### src/rtl/clock_divider_pkg.sv
// Shared constants and types for the multi-channel clock divider.
package clock_divider_pkg;
    localparam int CNT_W_DEF      = 18;
    localparam int HP_DEFAULT_DEF = 249999;
    localparam int MAX_CH         = 16;

    typedef logic [3:0] ch_idx_t;
endpackage

### src/rtl/clock_divider_channel.sv
// One divider channel: half-period counter, half-period register, square-wave output and rise tick.
// Define CLKDIV_GLITCHFREE_LOAD_EN to defer loads to the next terminal count through a shadow register.
module clock_divider_channel
    import clock_divider_pkg::*;
#(
    parameter int CNT_W      = CNT_W_DEF,
    parameter int HP_DEFAULT = HP_DEFAULT_DEF
) (
    input  logic             clk,
    input  logic             rst,
    input  logic             en,
    input  logic             sync,
    input  logic             load,
    input  logic [CNT_W-1:0] load_value,
    output logic             clk_out,
    output logic             tick
);

    logic [CNT_W-1:0] cnt_q, cnt_d;
    logic [CNT_W-1:0] hp_q, hp_d;
    logic             out_q, out_d;
    logic             tick_q, tick_d;
    logic             term;

    // ">=" rather than "==" so a shrinking hp can never strand the counter above it.
    assign term = en && (cnt_q >= hp_q);

`ifdef CLKDIV_GLITCHFREE_LOAD_EN
    logic [CNT_W-1:0] shadow_q, shadow_d;
    logic             pending_q, pending_d;

    always_comb begin
        cnt_d     = cnt_q;
        hp_d      = hp_q;
        out_d     = out_q;
        tick_d    = 1'b0;
        shadow_d  = shadow_q;
        pending_d = pending_q;
        if (sync) begin
            cnt_d = '0;
            out_d = 1'b0;
            // A load arriving with sync is the newest shadow, so it applies at once.
            if (load) begin
                hp_d      = load_value;
                shadow_d  = load_value;
                pending_d = 1'b0;
            end else if (pending_q) begin
                hp_d      = shadow_q;
                pending_d = 1'b0;
            end
        end else begin
            if (term) begin
                cnt_d  = '0;
                out_d  = ~out_q;
                tick_d = ~out_q;
                if (pending_q) begin
                    hp_d      = shadow_q;
                    pending_d = 1'b0;
                end
            end else if (en) begin
                cnt_d = cnt_q + 1'b1;
            end
            if (load) begin
                shadow_d  = load_value;
                pending_d = 1'b1;
            end
        end
    end

    always_ff @(posedge clk or posedge rst) begin
        if (rst) begin
            shadow_q  <= CNT_W'(HP_DEFAULT);
            pending_q <= 1'b0;
        end else begin
            shadow_q  <= shadow_d;
            pending_q <= pending_d;
        end
    end
`else
    always_comb begin
        cnt_d  = cnt_q;
        hp_d   = hp_q;
        out_d  = out_q;
        tick_d = 1'b0;
        if (sync) begin
            cnt_d = '0;
            out_d = 1'b0;
        end else if (term) begin
            cnt_d  = '0;
            out_d  = ~out_q;
            tick_d = ~out_q;
        end else if (en) begin
            cnt_d = cnt_q + 1'b1;
        end
        // Immediate load restarts the period from a known low phase.
        if (load) begin
            hp_d   = load_value;
            cnt_d  = '0;
            out_d  = 1'b0;
            tick_d = 1'b0;
        end
    end
`endif

    always_ff @(posedge clk or posedge rst) begin
        if (rst) begin
            cnt_q  <= '0;
            hp_q   <= CNT_W'(HP_DEFAULT);
            out_q  <= 1'b0;
            tick_q <= 1'b0;
        end else begin
            cnt_q  <= cnt_d;
            hp_q   <= hp_d;
            out_q  <= out_d;
            tick_q <= tick_d;
        end
    end

    assign clk_out = out_q;
    assign tick    = tick_q;

endmodule

### src/rtl/clock_divider_multi.sv
// NUM_CH independent square-wave dividers off one system clock, with shared sync and indexed load.
// Load behaviour is selected by CLKDIV_GLITCHFREE_LOAD_EN (see clock_divider_channel).
module clock_divider_multi
    import clock_divider_pkg::*;
#(
    parameter int NUM_CH     = 2,
    parameter int CNT_W      = CNT_W_DEF,
    parameter int HP_DEFAULT = HP_DEFAULT_DEF
) (
    input  logic              CLK_50_MHz,
    input  logic              reset,
    input  logic [NUM_CH-1:0] enable,
    input  logic              sync,
    input  logic              load,
    input  ch_idx_t           load_ch,
    input  logic [CNT_W-1:0]  load_value,
    output logic [NUM_CH-1:0] CLK_out,
    output logic [NUM_CH-1:0] tick
);

    // An out-of-range load_ch matches no channel, so that load is dropped.
    for (genvar i = 0; i < NUM_CH; i++) begin : g_ch
        logic ld;
        assign ld = load && (load_ch == ch_idx_t'(i));

        clock_divider_channel #(
            .CNT_W      (CNT_W),
            .HP_DEFAULT (HP_DEFAULT)
        ) u_ch (
            .clk        (CLK_50_MHz),
            .rst        (reset),
            .en         (enable[i]),
            .sync       (sync),
            .load       (ld),
            .load_value (load_value),
            .clk_out    (CLK_out[i]),
            .tick       (tick[i])
        );
    end

endmodule

### config.mk
export PLATFORM = sky130hd
export DESIGN_NAME = clock_divider_multi
export DESIGN_NICKNAME = d
export VERILOG_FILES = /design/src/rtl/clock_divider_pkg.sv /design/src/rtl/clock_divider_channel.sv /design/src/rtl/clock_divider_multi.sv
export SDC_FILE = /design/constraint.sdc
export NUM_CORES = 1
export LEC_CHECK = 0
export ABC_CLOCK_PERIOD_IN_PS = 2800
export CAP_MARGIN = 20
export CELL_PAD_IN_SITES_DETAIL_PLACEMENT = 0
export CELL_PAD_IN_SITES_GLOBAL_PLACEMENT = 1
export CORE_ASPECT_RATIO = 1.4
export CORE_MARGIN = 5
export CORE_UTILIZATION = 40
export CTS_CLUSTER_DIAMETER = 120
export DETAILED_ROUTE_END_ITERATION = 12
export HOLD_SLACK_MARGIN = 0.12
export PLACE_DENSITY = 0.71
export SLEW_MARGIN = 40
export SYNTH_ARGS = -nofsm -noshare
export SYNTH_HDL_FRONTEND = slang
export SYNTH_SLANG_ARGS = --single-unit
### constraint.sdc
create_clock -name CLK_50_MHz -period 2.8 [get_ports CLK_50_MHz]
set_input_delay 0.7 -clock CLK_50_MHz [delete_from_list [all_inputs] [get_ports CLK_50_MHz]]
set_output_delay 0.7 -clock CLK_50_MHz [all_outputs]
set_load 0.02 [all_outputs]
==> impl_metrics.ini <==
[synth]
syn-num-nets = 514
yosysMostFrequentCell = dfrtp_1
synthTopCellsByCount = dfrtp_1, nand2_1, inv_1, ha_1, nor2_1
async_flop_share = 1.00
ys_top_cells_by_area = dfrtp_1, dfstp_2, ha_1, mux2_2, nand2_1
synth_top_cell_by_area = dfrtp_1
synthFlopType = dfrtp_1
syn-cell-area_sq_um = 4440
seq_area_frac_synth = 0.434
synth.distinct_cells = 57
yosysWarnings = 0
synth-edff-count = 0
synth.top_cell.area_share = 0.315
synth_cells = 448
ys_seq_elements = 76
synth.avg_cell_area_sq_um = 9.92

[clock_network]
cts_buffers = 9
htreeDepth = 3
tritoncts = done
cts_resized = 0
cts_root_buf = clkbuf_16
clock_latency_ns = 0.34
postCtsSetupRepairBufs = 0
ctsHoldBuffers = 0
cts_buffer_depth = 2
clk_pin_slew_ns = 0.05
clkSinkCount = 76

[placement]
place_congestion = 0.800
post-place-cells = 612
io_buffers = 31
dp_hpwl_microns = 7360

[global_route]
grt_pass1_wl_microns = 16100
met3_usage = 0.0207
antenna_found_initial = 0
gr-total-overflow = 0
use_met2 = 0.267
gr-usage-met1 = 0.181
top_usage_layer = met2
grt_pass1_vias = 3325
grt_start_max_net_pins = 49
grt_usage = 0.152

[floorplanning]
io_pins = 32
die_height_microns = 135
core-area_sq_um = 10900
fp.dieW_microns = 99.1
initial_utilization = 0.409
rows = 45
die_area_sq_um = 13300

[detailed_routing]
dr.pass1.iters = 4
drc = 0
viasPerCell = 5.14
wl_per_cell_microns = 15.1
routed-via-count = 3231
first_iter_violations = 109
ant_nets = 0
wl_microns = 9510

[critical_path]
slowest_stage = dfstp_2
crit_path_start_kind = register
critPathTopFamily = simple AND/OR/NAND/NOR gates
critPathMaxFanout = 15
end_kind = register
crit_required_ns = 3.01
crit_chain = inv_1 -> ha_1 -> nand4_1 -> nor3_1 -> nand4_1 -> o221ai_2 -> a21bo_4 -> nor2_1
cpMostUsedCell = nand4_1
critPathBufInv = 1
criticalPathCategory = reg2reg
worst_path_largest_cell_delay_ns = 0.52
crit_arrival_ns = 2.67

[final_layout]
fin_cells = 628
area_delta_synth_final_pct = 16.7
num_antenna_cells = 0
layout.nets = 548
drive_gt1_frac = 0.160

[timing]
worstMarginPinSlew_ns = 0.634
finalHoldViolCount = 0
clock_skew_ns = 0.00714
slew_violations = 0
rsz0062_at_grt = no
tns_ns = 0
post-route-period-util = 0.878
relSlewSlack = 0.575
setup_viol = 0
fin_crit_ns = 2.46
timing.fmax_ghz = 0.407

[hold_path]
hp-class = reg2reg

[run_status]
status = finished clean

[run]
cap_violations = 0

[pwr]
powerDensity_nw_per_um2 = 560
irDropWorstVdd_mv = 0.267
p_int_uw = 2160
total_power_uw = 2910
combPwrFrac = 0.161
power.share.clock = 0.382
p_sw_uw = 750
power.share.switching = 0.258
power_leakage_uw = 0.00231
power_frac_seq = 0.457
==> state kept, by name, indices dropped and copies added (netlist names) <==
signal and count:
g_ch.u_ch.cnt_q 36, g_ch.u_ch.hp_q 36, g_ch.u_ch.clk_out 2, g_ch.u_ch.tick 2
==> layout by cell type, fill, tap and decap left out, types with 16 or more instances in the layout <==
cell             count
xor2_1              16
clkdlybuf4s50_1     31
nor2_1              27
ha_1                38
o21ai_0             20
mux2_2              19
dfstp_2             20
dfrtp_1             56
nand3_1             22
inv_1               44
nand2_1             49
a21oi_1             21
==> through the flow <==
| step | util | cell area [sq um] | setup WS (ns) | hold slack (ns) |
|---|---|---|---|---|
| 6_report | 0.477 | 5190 | 0.341 | 0.502 |
| 2_1_floorplan | - | 4440 | 0.195 | 0.479 |
| 3_3_place_gp | 0.451 | 4900 | 0.175 | 0.490 |
| 5_1_grt | 0.477 | 5190 | 0.120 | 0.514 |
| 4_1_cts | 0.477 | 5190 | 0.283 | 0.508 |
| 3_5_place_dp | 0.451 | 4900 | 0.122 | 0.495 |
==> metal layers <==
| layer | up-vias | part of all wire |
|---|---|---|
| met5 | - | 0 |
| met4 | 0 | 0.026 |
| met3 | 17 | 0.017 |
| met2 | 35 | 0.53 |
| met1 | 1554 | 0.43 |
| li1 | 1625 | - |
==> worst paths after layout <==
kind / from / to / slack, ns / cells past startpoint
max: g_ch[1].u_ch.hp_q[17] / g_ch[1].u_ch.cnt_q[13] / 0.34 / 8
min: g_ch[0].u_ch.hp_q[16] / g_ch[0].u_ch.hp_q[16] / 0.50 / 2
max reg2reg: g_ch[1].u_ch.hp_q[17] / g_ch[1].u_ch.cnt_q[13] / 0.34 / 8
min reg2reg: g_ch[0].u_ch.hp_q[16] / g_ch[0].u_ch.hp_q[16] / 0.50 / 2
max in group asynchronous: reset / g_ch[1].u_ch.hp_q[7] / 1.60 / 3
min in group asynchronous: reset / g_ch[1].u_ch.hp_q[4] / 0.60 / 2
==> power groups by stage <==
stage | clock network (uW) | logic [uW] | registers (uW)
6_report | 1110 | 467 | 1330
5_1_grt | 1170 | 541 | 1350
4_1_cts | 1140 | 478 | 1330
3_5_place_dp | 0 | 474 | 1350
3_3_place_gp | 0 | 460 | 1340
2_1_floorplan | 0 | 341 | 1330
==> worst register-to-register path, stage by stage, from the launching register on <==
cell and delay [ns]:
dfstp_2 0.52, inv_1 0.04, ha_1 0.30, nand4_1 0.17
nor3_1 0.41, nand4_1 0.17, o221ai_2 0.33, a21bo_4 0.30
nor2_1 0.09
==> layout make-up <==
type                            count  area [sq um]
Clock buffer                       15           278
Tap cell                          141           176
Timing Repair Buffer               39           395
Fill cell                         994          5680
Clock inverter                      1          5.00
Multi-Input combinational cell    311          2240
Sequential cell                    76          1930
Inverter                           45           169
==> logic make-up (layout without fill, tap and decap cells) <==
| family | Yosys count | after routing | synth area share |
|---|---|---|---|
| muxes | 20 | 20 | 0.0504 |
| DFF | 76 | 76 | 0.434 |
| AOI/OAI and AO/OA | 74 | 74 | 0.114 |
| adders and majority gates | 38 | 38 | 0.107 |
| xor gates and xnor gates | 23 | 23 | 0.0453 |
| buffers and inverters | 61 | 100 | 0.0633 |
| and+or+nand+nor | 156 | 156 | 0.187 |
No activity file was read; power rests on OpenSTA's default activity.
